`src/rtl/smfro_rng_ctrl.sv`:
```
// Sequencer for the 16-bit SMFRO RNG core: seed, warm up, sample, pack into words, health-test.
// Define SMFRO_VN_DEBIAS_EN to pass samples through a von Neumann debiaser before packing.
module smfro_rng_ctrl #(
    parameter int OUT_W         = 32,
    parameter int WARMUP_CYCLES = 64,
    parameter int SAMPLE_DIV    = 4,
    parameter int REP_LIMIT     = 8
) (
    input  logic             clk,
    input  logic             rst_n,
    input  logic             en,
    input  logic [15:0]      seed,
    input  logic [15:0]      core_state,
    output logic             core_load,
    output logic [15:0]      core_seed,
    output logic             core_run,
    output logic [OUT_W-1:0] rnd_data,
    output logic             rnd_valid,
    input  logic             rnd_ready,
    output logic             busy,
    output logic             health_fail,
    output logic [2:0]       dbg_state
);

    localparam int WW = $clog2(WARMUP_CYCLES + 1);
    localparam int DW = $clog2(SAMPLE_DIV + 1);
    localparam int BW = $clog2(OUT_W);
    localparam int RW = $clog2(REP_LIMIT + 1);

    localparam logic [WW-1:0] WARM_LAST = WW'(WARMUP_CYCLES - 1);
    localparam logic [DW-1:0] DIV_LAST  = DW'(SAMPLE_DIV - 1);
    localparam logic [BW-1:0] BIT_LAST  = BW'(OUT_W - 1);
    localparam logic [RW-1:0] REP_TRIP  = RW'(REP_LIMIT);

    typedef enum logic [2:0] {
        S_IDLE    = 3'd0,
        S_SEED    = 3'd1,
        S_WARMUP  = 3'd2,
        S_COLLECT = 3'd3,
        S_LOAD    = 3'd4,
        S_HOLD    = 3'd5,
        S_FAIL    = 3'd6
    } state_e;

    state_e           state_q, state_d;
    logic [WW-1:0]    warm_q, warm_d;
    logic [DW-1:0]    div_q, div_d;
    logic [BW-1:0]    bit_q, bit_d;
    logic [OUT_W-1:0] acc_q, acc_d;
    logic [OUT_W-1:0] data_q, data_d;
    logic             valid_q, valid_d;
    logic [15:0]      seed_q, seed_d;
    logic             hfail_q, hfail_d;
    logic [15:0]      prev_q, prev_d;
    logic [RW-1:0]    rep_q, rep_d;

    logic             sample;
    logic             new_bit;
    logic [RW-1:0]    rep_next;
    logic             trip;
    logic             emit;
    logic             emit_bit;
    logic             word_done;

    // Handshake: a word transfers on any edge where rnd_valid && rnd_ready; rnd_data
    // is stable while rnd_valid is high and rnd_valid never drops without a transfer
    // except when en falls.

    assign sample   = (state_q == S_COLLECT) && (div_q == DIV_LAST);
    assign new_bit  = ^core_state;
    // rep_q == 0 marks "no previous sample yet" after seeding.
    assign rep_next = ((rep_q != '0) && (core_state == prev_q)) ? rep_q + RW'(1) : RW'(1);
    assign trip     = sample && ((core_state == 16'h0000) || (rep_next == REP_TRIP));

`ifdef SMFRO_VN_DEBIAS_EN
    logic pair_q, pair_d;
    logic b0_q, b0_d;

    // Pair (b0,b1): 01 emits 0, 10 emits 1, so the emitted bit is always b0.
    assign emit     = sample && pair_q && (b0_q != new_bit);
    assign emit_bit = b0_q;
`else
    assign emit     = sample;
    assign emit_bit = new_bit;
`endif

    assign word_done = emit && (bit_q == BIT_LAST);

    always_comb begin
        state_d = state_q;
        warm_d  = warm_q;
        div_d   = div_q;
        bit_d   = bit_q;
        acc_d   = acc_q;
        data_d  = data_q;
        valid_d = valid_q;
        seed_d  = seed_q;
        hfail_d = hfail_q;
        prev_d  = prev_q;
        rep_d   = rep_q;
`ifdef SMFRO_VN_DEBIAS_EN
        pair_d  = pair_q;
        b0_d    = b0_q;
`endif

        case (state_q)
            S_IDLE: begin
                if (en) begin
                    state_d = S_SEED;
                    // The all-zero state is a fixed point of the core, so never seed it.
                    seed_d  = (seed == 16'h0000) ? 16'h0001 : seed;
                    hfail_d = 1'b0;
                    warm_d  = '0;
                    div_d   = '0;
                    bit_d   = '0;
                    acc_d   = '0;
                    prev_d  = '0;
                    rep_d   = '0;
`ifdef SMFRO_VN_DEBIAS_EN
                    pair_d  = 1'b0;
                    b0_d    = 1'b0;
`endif
                end
            end
            S_SEED: begin
                state_d = S_WARMUP;
                warm_d  = '0;
            end
            S_WARMUP: begin
                if (warm_q == WARM_LAST) begin
                    state_d = S_COLLECT;
                    div_d   = '0;
                end else begin
                    warm_d = warm_q + WW'(1);
                end
            end
            S_COLLECT: begin
                div_d = (div_q == DIV_LAST) ? '0 : div_q + DW'(1);
                if (sample) begin
                    prev_d = core_state;
                    rep_d  = rep_next;
                    if (trip) begin
                        state_d = S_FAIL;
                        hfail_d = 1'b1;
                        acc_d   = '0;
                        bit_d   = '0;
`ifdef SMFRO_VN_DEBIAS_EN
                        pair_d  = 1'b0;
`endif
                    end else begin
`ifdef SMFRO_VN_DEBIAS_EN
                        pair_d = ~pair_q;
                        if (!pair_q) begin
                            b0_d = new_bit;
                        end
`endif
                        if (emit) begin
                            acc_d = {emit_bit, acc_q[OUT_W-1:1]};
                            bit_d = word_done ? '0 : bit_q + BW'(1);
                        end
                        if (word_done) begin
                            state_d = S_LOAD;
                        end
                    end
                end
            end
            S_LOAD: begin
                data_d  = acc_q;
                valid_d = 1'b1;
                acc_d   = '0;
                state_d = S_HOLD;
            end
            S_HOLD: begin
                if (valid_q && rnd_ready) begin
                    valid_d = 1'b0;
                    div_d   = '0;
                    state_d = S_COLLECT;
                end
            end
            S_FAIL: begin
                valid_d = 1'b0;
            end
            default: begin
                state_d = S_IDLE;
            end
        endcase

        // Dropping en wins over everything else; rnd_data and health_fail are kept.
        if (!en) begin
            state_d = S_IDLE;
            valid_d = 1'b0;
            warm_d  = '0;
            div_d   = '0;
            bit_d   = '0;
            acc_d   = '0;
            prev_d  = '0;
            rep_d   = '0;
            hfail_d = hfail_q;
`ifdef SMFRO_VN_DEBIAS_EN
            pair_d  = 1'b0;
            b0_d    = 1'b0;
`endif
        end
    end

    always_ff @(posedge clk or negedge rst_n) begin
        if (!rst_n) begin
            state_q <= S_IDLE;
            warm_q  <= '0;
            div_q   <= '0;
            bit_q   <= '0;
            acc_q   <= '0;
            data_q  <= '0;
            valid_q <= 1'b0;
            seed_q  <= '0;
            hfail_q <= 1'b0;
            prev_q  <= '0;
            rep_q   <= '0;
        end else begin
            state_q <= state_d;
            warm_q  <= warm_d;
            div_q   <= div_d;
            bit_q   <= bit_d;
            acc_q   <= acc_d;
            data_q  <= data_d;
            valid_q <= valid_d;
            seed_q  <= seed_d;
            hfail_q <= hfail_d;
            prev_q  <= prev_d;
            rep_q   <= rep_d;
        end
    end

`ifdef SMFRO_VN_DEBIAS_EN
    always_ff @(posedge clk or negedge rst_n) begin
        if (!rst_n) begin
            pair_q <= 1'b0;
            b0_q   <= 1'b0;
        end else begin
            pair_q <= pair_d;
            b0_q   <= b0_d;
        end
    end
`endif

    assign core_load   = (state_q == S_SEED);
    assign core_run    = (state_q == S_SEED) || (state_q == S_WARMUP) || (state_q == S_COLLECT) ||
                         (state_q == S_LOAD) || (state_q == S_HOLD);
    assign core_seed   = seed_q;
    assign rnd_data    = data_q;
    assign rnd_valid   = valid_q;
    assign busy        = (state_q != S_IDLE);
    assign health_fail = hfail_q;
    assign dbg_state   = state_q;

endmodule

```
`config.mk`:
```
export PLATFORM = sky130hd
export DESIGN_NAME = smfro_rng_ctrl
export DESIGN_NICKNAME = d
export VERILOG_FILES = /design/src/rtl/smfro_rng_ctrl.sv
export SDC_FILE = /design/constraint.sdc
export NUM_CORES = 1
export LEC_CHECK = 0
export BUFFER_PORTS_ARGS = -buffer_cell sky130_fd_sc_hd__buf_2
export CAP_MARGIN = 10
export CORE_ASPECT_RATIO = 1.5
export CORE_MARGIN = 4
export CORE_UTILIZATION = 48
export DETAILED_ROUTE_END_ITERATION = 10
export PLACE_DENSITY = 0.69
export SLEW_MARGIN = 20
export SYNTH_ARGS = -nofsm -noshare
export SYNTH_HDL_FRONTEND = slang
export SYNTH_SLANG_ARGS = --single-unit
```
`constraint.sdc`:
```
create_clock -name clk -period 6.6 [get_ports clk]
set_input_delay 0.33 -clock clk [delete_from_list [all_inputs] [get_ports clk]]
set_output_delay 0.33 -clock clk [all_outputs]
set_load 0.01 [all_outputs]
```
After elaboration in Yosys (flattened, before gate mapping). Cells that the tools add are included.

Register bits: 120. Bits of input ports: 36. Output and inout bits: 56. Logic and storage cells: 104.

Add/subtract/negate cells: 4. Eq/ne operators: 24. Mux-type cells: 38. Reductions and logical operators: 27.

Operators with widths (count): $mux 32 (3); $pmux 32 s2 (1); $mux 16 (3); $logic_not 16->1 (2); $pmux 16 s2 (1); $mux 3 (10); $pmux 3 s7 (1); $mux 5 (4); $eq 16x16->1 (1); $reduce_xor 16->1 (1); $mux 7 (2); $pmux 7 s2 (1); $mux 4 (3); $ne 3x3->1 const B (4); $pmux 3 s4 (1); $pmux 5 s2 (1); $reduce_and 2->1 (5); $eq 3x2->1 const B (3); $eq 3x3->1 const B (3); $pmux 4 s2 (1); $add 7x1->7 const B (1); $eq 7x6->1 const B (1); $ne 2x2->1 const B (3); $ne 3x2->1 const B (2); other kinds (23) (35).

Depth between registers and ports, before layout.
Depth after elaboration: 10. Mapped depth: 9. Depth with buffers taken out: 7.

Worst setup path after synthesis. OpenSTA, ideal clock, no wires.

Path type: reg-to-reg. From: reg rep_q[1]. To: reg acc_q[0]. Arrival: 2.106 ns. Setup slack: 4.373 ns. Stages on the path, launching flop included: 10. Path buffers: 2. Period minus slack after synthesis: 2.227 ns. Path through: dfrtp_1 -> ha_1 -> nor3b_1 -> a31oi_1 -> or3_1 -> o31a_1 -> and3_1 -> buf_6 -> buf_6 -> a22o_1.

Longest elaborated chain between the ends: 10. Elaborated cells between the ends (all ways): 11.

Ends and longest elaborated chain: from (decl) (line 55) `logic [RW-1:0] rep_q, rep_d;`; from (signal assigned) (line 230) `rep_q <= rep_d;`; parallel branches: the longest is 2 deep, another holds $add 4x1->4; $mux 4 (*) (line 72) `assign rep_next = ((rep_q != '0) && (core_state == prev_q)) ? rep_q + RW'(1) : RW'(1);`; $eq 4x4->1 (*) (line 73) `assign trip = sample && ((core_state == 16'h0000) || (rep_next == REP_TRIP));`; $logic_or 1x1->1 (*) (line 73); $logic_and 1x1->1 (*) (line 73); $mux 32 (*) (line 142) `if (trip) begin`; $mux 32 (*) (line 139) `if (sample) begin`; $pmux 32 s2 (*) (line 106) `case (state_q)`; $mux 32 (*) (line 189) `if (!en) begin`; to (signal assigned) (line 212) `acc_q <= '0;`; to (signal assigned) (line 224) `acc_q <= acc_d;`; to (decl) (line 49) `logic [OUT_W-1:0] acc_q, acc_d;`.

Mark *: on every way between the ends. The select of a mux whose other input is x is not followed. A chain may end at the register's enable or synchronous reset.

Worst setup path after layout.
From: reg state_q[1], in the netlist dbg_state[1]. To: reg bit_q[2].

Longest elaborated chain between the ends: 8. Elaborated cells between the ends (all ways): 13.

Ends and longest elaborated chain: from (decl) (line 45) `state_e state_q, state_d;`; from (signal assigned) (line 220) `state_q <= state_d;`; $eq 3x2->1 (line 69, 106); $logic_and 1x1->1 (line 69) `assign sample = (state_q == S_COLLECT) && (div_q == DIV_LAST);`; $logic_and 1x1->1 (line 87) `assign word_done = emit && (bit_q == BIT_LAST);`; $mux 5 (line 159) `bit_d = word_done ? '0 : bit_q + BW'(1);`; $mux 5 (line 142); $mux 5 (line 139); $pmux 5 s2 (line 106); $mux 5 (line 189); to (signal assigned) (line 223) `bit_q <= bit_d;`; to (decl) (line 48) `logic [BW-1:0] bit_q, bit_d;`.

Several ways; a longest one is shown, not always the timed one. The select of a mux whose other input is x is not followed.

==> flow_summary.ini <==
[setup_path]
ff2ff_path_depth = 6
crit_cells = 6
cp_slowest_cell = dfrtp_1
crit-reg2reg-launch = dbg_state[1]
required_ns = 6.92
r2r_slack_ns = 3.97
path_max_fanout = 19
worstSetupPathType = flip-flop to flip-flop
crit_buf_inv = 1
cp_common_cell = a21oi_1
worstPathCellList = inv_1 -> nor2_1 -> nand3_1 -> a21oi_1 -> a21oi_1 -> nor3_1
startpoint_type = flip-flop
cpPeakStageDelay_ns = 0.63
critPathArrivalTime_ns = 2.95
r2r_end = bit_q[2]
cp_top_family = simple AND/OR/NAND/NOR gates
endpoint_kind = flip-flop

[timing]
maxSlewHeadroom_pct = 44.7
setup_viol = 0
slew_viol_final = 0
hold_viol = 0
finalSetupTns_ns = 0
period_needed_ns = 2.63
max_slew.worst_pin.slew_ns = 0.828
rsz0062_at_grt = no
fmax_mhz = 381
finClkSkew_ns = 0.00939
finalCritPeriodShare_pct = 39.8

[synthesis]
synth_top_family_by_area = compound AO/OA/AOI/OAI gates
ys_types = 42
ys_warn_count = 0
async_reset_ff_share_pct = 100
synth_compound_area_share_pct = 13.1
syn_avg_cell_area_um2 = 11.9
ys.flop_type = dfrtp_1
synth_edf_count = 0
synthSimpleGateAreaFrac_pct = 8.94
yosys_register_bits = 120
syn_nets = 501
synth_cells = 451
synthMuxAreaShare_pct = 10.1
synth_xor_area_share_pct = 4.59
seq_area_frac_synth_pct = 56.2
syn-cell-area_mm2 = 0.00535
synthAdderAreaFrac_pct = 3.28

[worst_hold_path]
min-delay-start = seed[1]
hp-class = input port to flip-flop
holdPathStages = 2
min_to = core_seed[1]

[clock_network]
cts_setup_buffers = 0
htreeDepth = 4
cts.sinks = 120
cts_resized = 0
numCtsBuffers = 17
clk_path_buf_depth = 2
cts.root.buffer_cell = clkbuf_16
postCtsHoldBufs = 1
clk_pin_slew_ns = 0.06
clock_latency_ns = 0.41
cts_tree = built

[placed_design]
io_buffers = 91
dp_hpwl_mm = 7.58
gp_congestion = 0.775

[pwr]
vdd_ir_drop_max_mv = 0.229
p_sw_uw = 485
p_per_area_mw_per_mm2 = 296
leakagePower_uw = 0.00334
seqPwrFrac_pct = 41.0
intPower_uw = 1450
clock_power_share_pct = 48.4
swShare_pct = 25.1
p_comb_share_pct = 10.7

[route]
drtIter0Drc = 113
num_vias = 3752
drtAntennaViolNets = 0
first_pass_iters = 4
drc_errors = 0
viasPerCell = 5.33
routed_wl_mm = 11.0
wire_per_inst_um = 15.6

[outcome]
outcome = complete, no violations

[grt]
busiest_layer = met2
grt_remaining_overflow = 0
grt_pass1_vias = 3861
antenna_found_initial = 1
gr-usage-met2_pct = 30.6
use_met3_pct = 5.63
grt_pass1_wl_mm = 18.8
met1_usage_pct = 23.4
track_usage_pct = 18.6
grt_start_max_net_pins = 85

[floorplanning]
dieArea_mm2 = 0.0129
start_util_pct = 49.7
fp.coreArea_mm2 = 0.0108
ios = 92
num_rows = 46
dieWidth_um = 94.2
dieHeight_um = 137

[cells_and_area]
fill_cells = 922
layout-drive-gt1-share_pct = 23.9
n_antenna_cell = 0
area_delta_synth_final_pct = 22.4
multi_input_area_mm2 = 0.00215
postLayoutCoreUtil_pct = 60.8
regArea_mm2 = 0.00300
num-nets-final = 597

[job]
cap_violations = 0
synth_stat cells (all sizes together) (3+ instances only):
cell    number  area [um^2]
nand4        5         31.3
dfrtp      120         3000
a21oi        7         35.0
nor2        19         71.3
a22o        33          289
mux2        47          529
and3         6         37.5
nor3        11         55.1
xnor2       14          123
clkbuf      13         48.8
buf          7         60.1
nand3        7         35.0
nor2b        3         18.8
nand2       35          131
xor2        14          123
o31ai       19          143
o21ai       16         80.1
inv         26         97.6
a31oi        3         18.8
o22ai        4         25.0
nor4         5         31.3
ha          14          175
kinds of logic (layout without fill, tap and decap cells):
kind of cell / after synthesis / count (layout)
AND/OR/NAND/NOR: 101 / 101
adder cells (fa/ha/maj): 14 / 14
multiplexers: 48 / 48
AO/OA/AOI/OAI: 94 / 94
flip-flops: 120 / 120
buffers and inverters: 46 / 155
XOR/XNOR: 28 / 28
layer usage:
layer | part of all wire, % | vias up
met5 | 0.064 | -
met4 | 1.4 | 2
met3 | 4.5 | 14
met2 | 51 | 85
met1 | 44 | 1839
li1 | - | 1812
layout make-up:
cell class,count,share of cell area (%)
Clock inverter,14,2.68
Sequential cell,120,45.9
Tap cell,144,2.75
Timing Repair Buffer,97,7.78
Clock buffer,18,6.56
Multi-Input combinational cell,285,32.8
Inverter,26,1.49
sequential cells by signal, summed over array words and instances, names as in the netlist:
register,flops
acc_q,32
bit_q,5
core_seed,16
dbg_state,3
div_q,3
health_fail,1
prev_q,16
rep_q,4
rnd_data,32
rnd_valid,1
warm_q,7
power groups by stage:
stage / sequential, uW / clock (uW) / combinational (uW)
after global routing: 797 / 989 / 232
final: 792 / 936 / 206
after detailed placement: 804 / 0 / 208
after floorplan: 813 / 0 / 109
after CTS: 792 / 951 / 210
after global placement: 803 / 0 / 204
worst reg2reg max path, delay by kind of cell (launching register included):
family          cells  cell delay (ns)
simple gates        3             1.08
compound gates      2             0.64
flops               1             0.63
buf+inv             1             0.19
cell usage in the layout, fill, tap and decap left out, types with 17 or more instances in the layout:
| cell type | count |
|---|---|
| clkbuf_16 | 17 |
| mux2_1 | 47 |
| dfrtp_1 | 120 |
| nor2_1 | 19 |
| a22o_1 | 33 |
| nand2_1 | 35 |
| inv_1 | 23 |
| buf_2 | 90 |
| o31ai_1 | 19 |
stage by stage:
stage | cell area [um^2] | hold slack, ns | instances | power [uW] | worst slack, ns
after global routing | 6540 | 0.148 | 704 | 2020 | 3.76
after CTS | 6540 | 0.136 | 704 | 1950 | 3.89
after detailed placement | 5920 | 0.314 | 671 | 1010 | 3.91
after global placement | 5920 | 0.312 | 671 | 1010 | 3.96
final | 6540 | 0.148 | 704 | 1930 | 3.97
after floorplan | 5350 | 0.0344 | 451 | 922 | 4.37
how the worst max path moves through the flow:
stage                             from       end  slack (ns)
after detailed placement      rep_q[1]  acc_q[3]        3.91
after global placement        rep_q[1]  acc_q[2]        3.96
after global routing      dbg_state[1]  bit_q[2]        3.76
after CTS                     rep_q[1]  acc_q[3]        3.89
final                     dbg_state[1]  bit_q[2]        3.97
after floorplan               rep_q[1]  acc_q[0]        4.37
No activity file was read; power rests on OpenSTA's default activity.
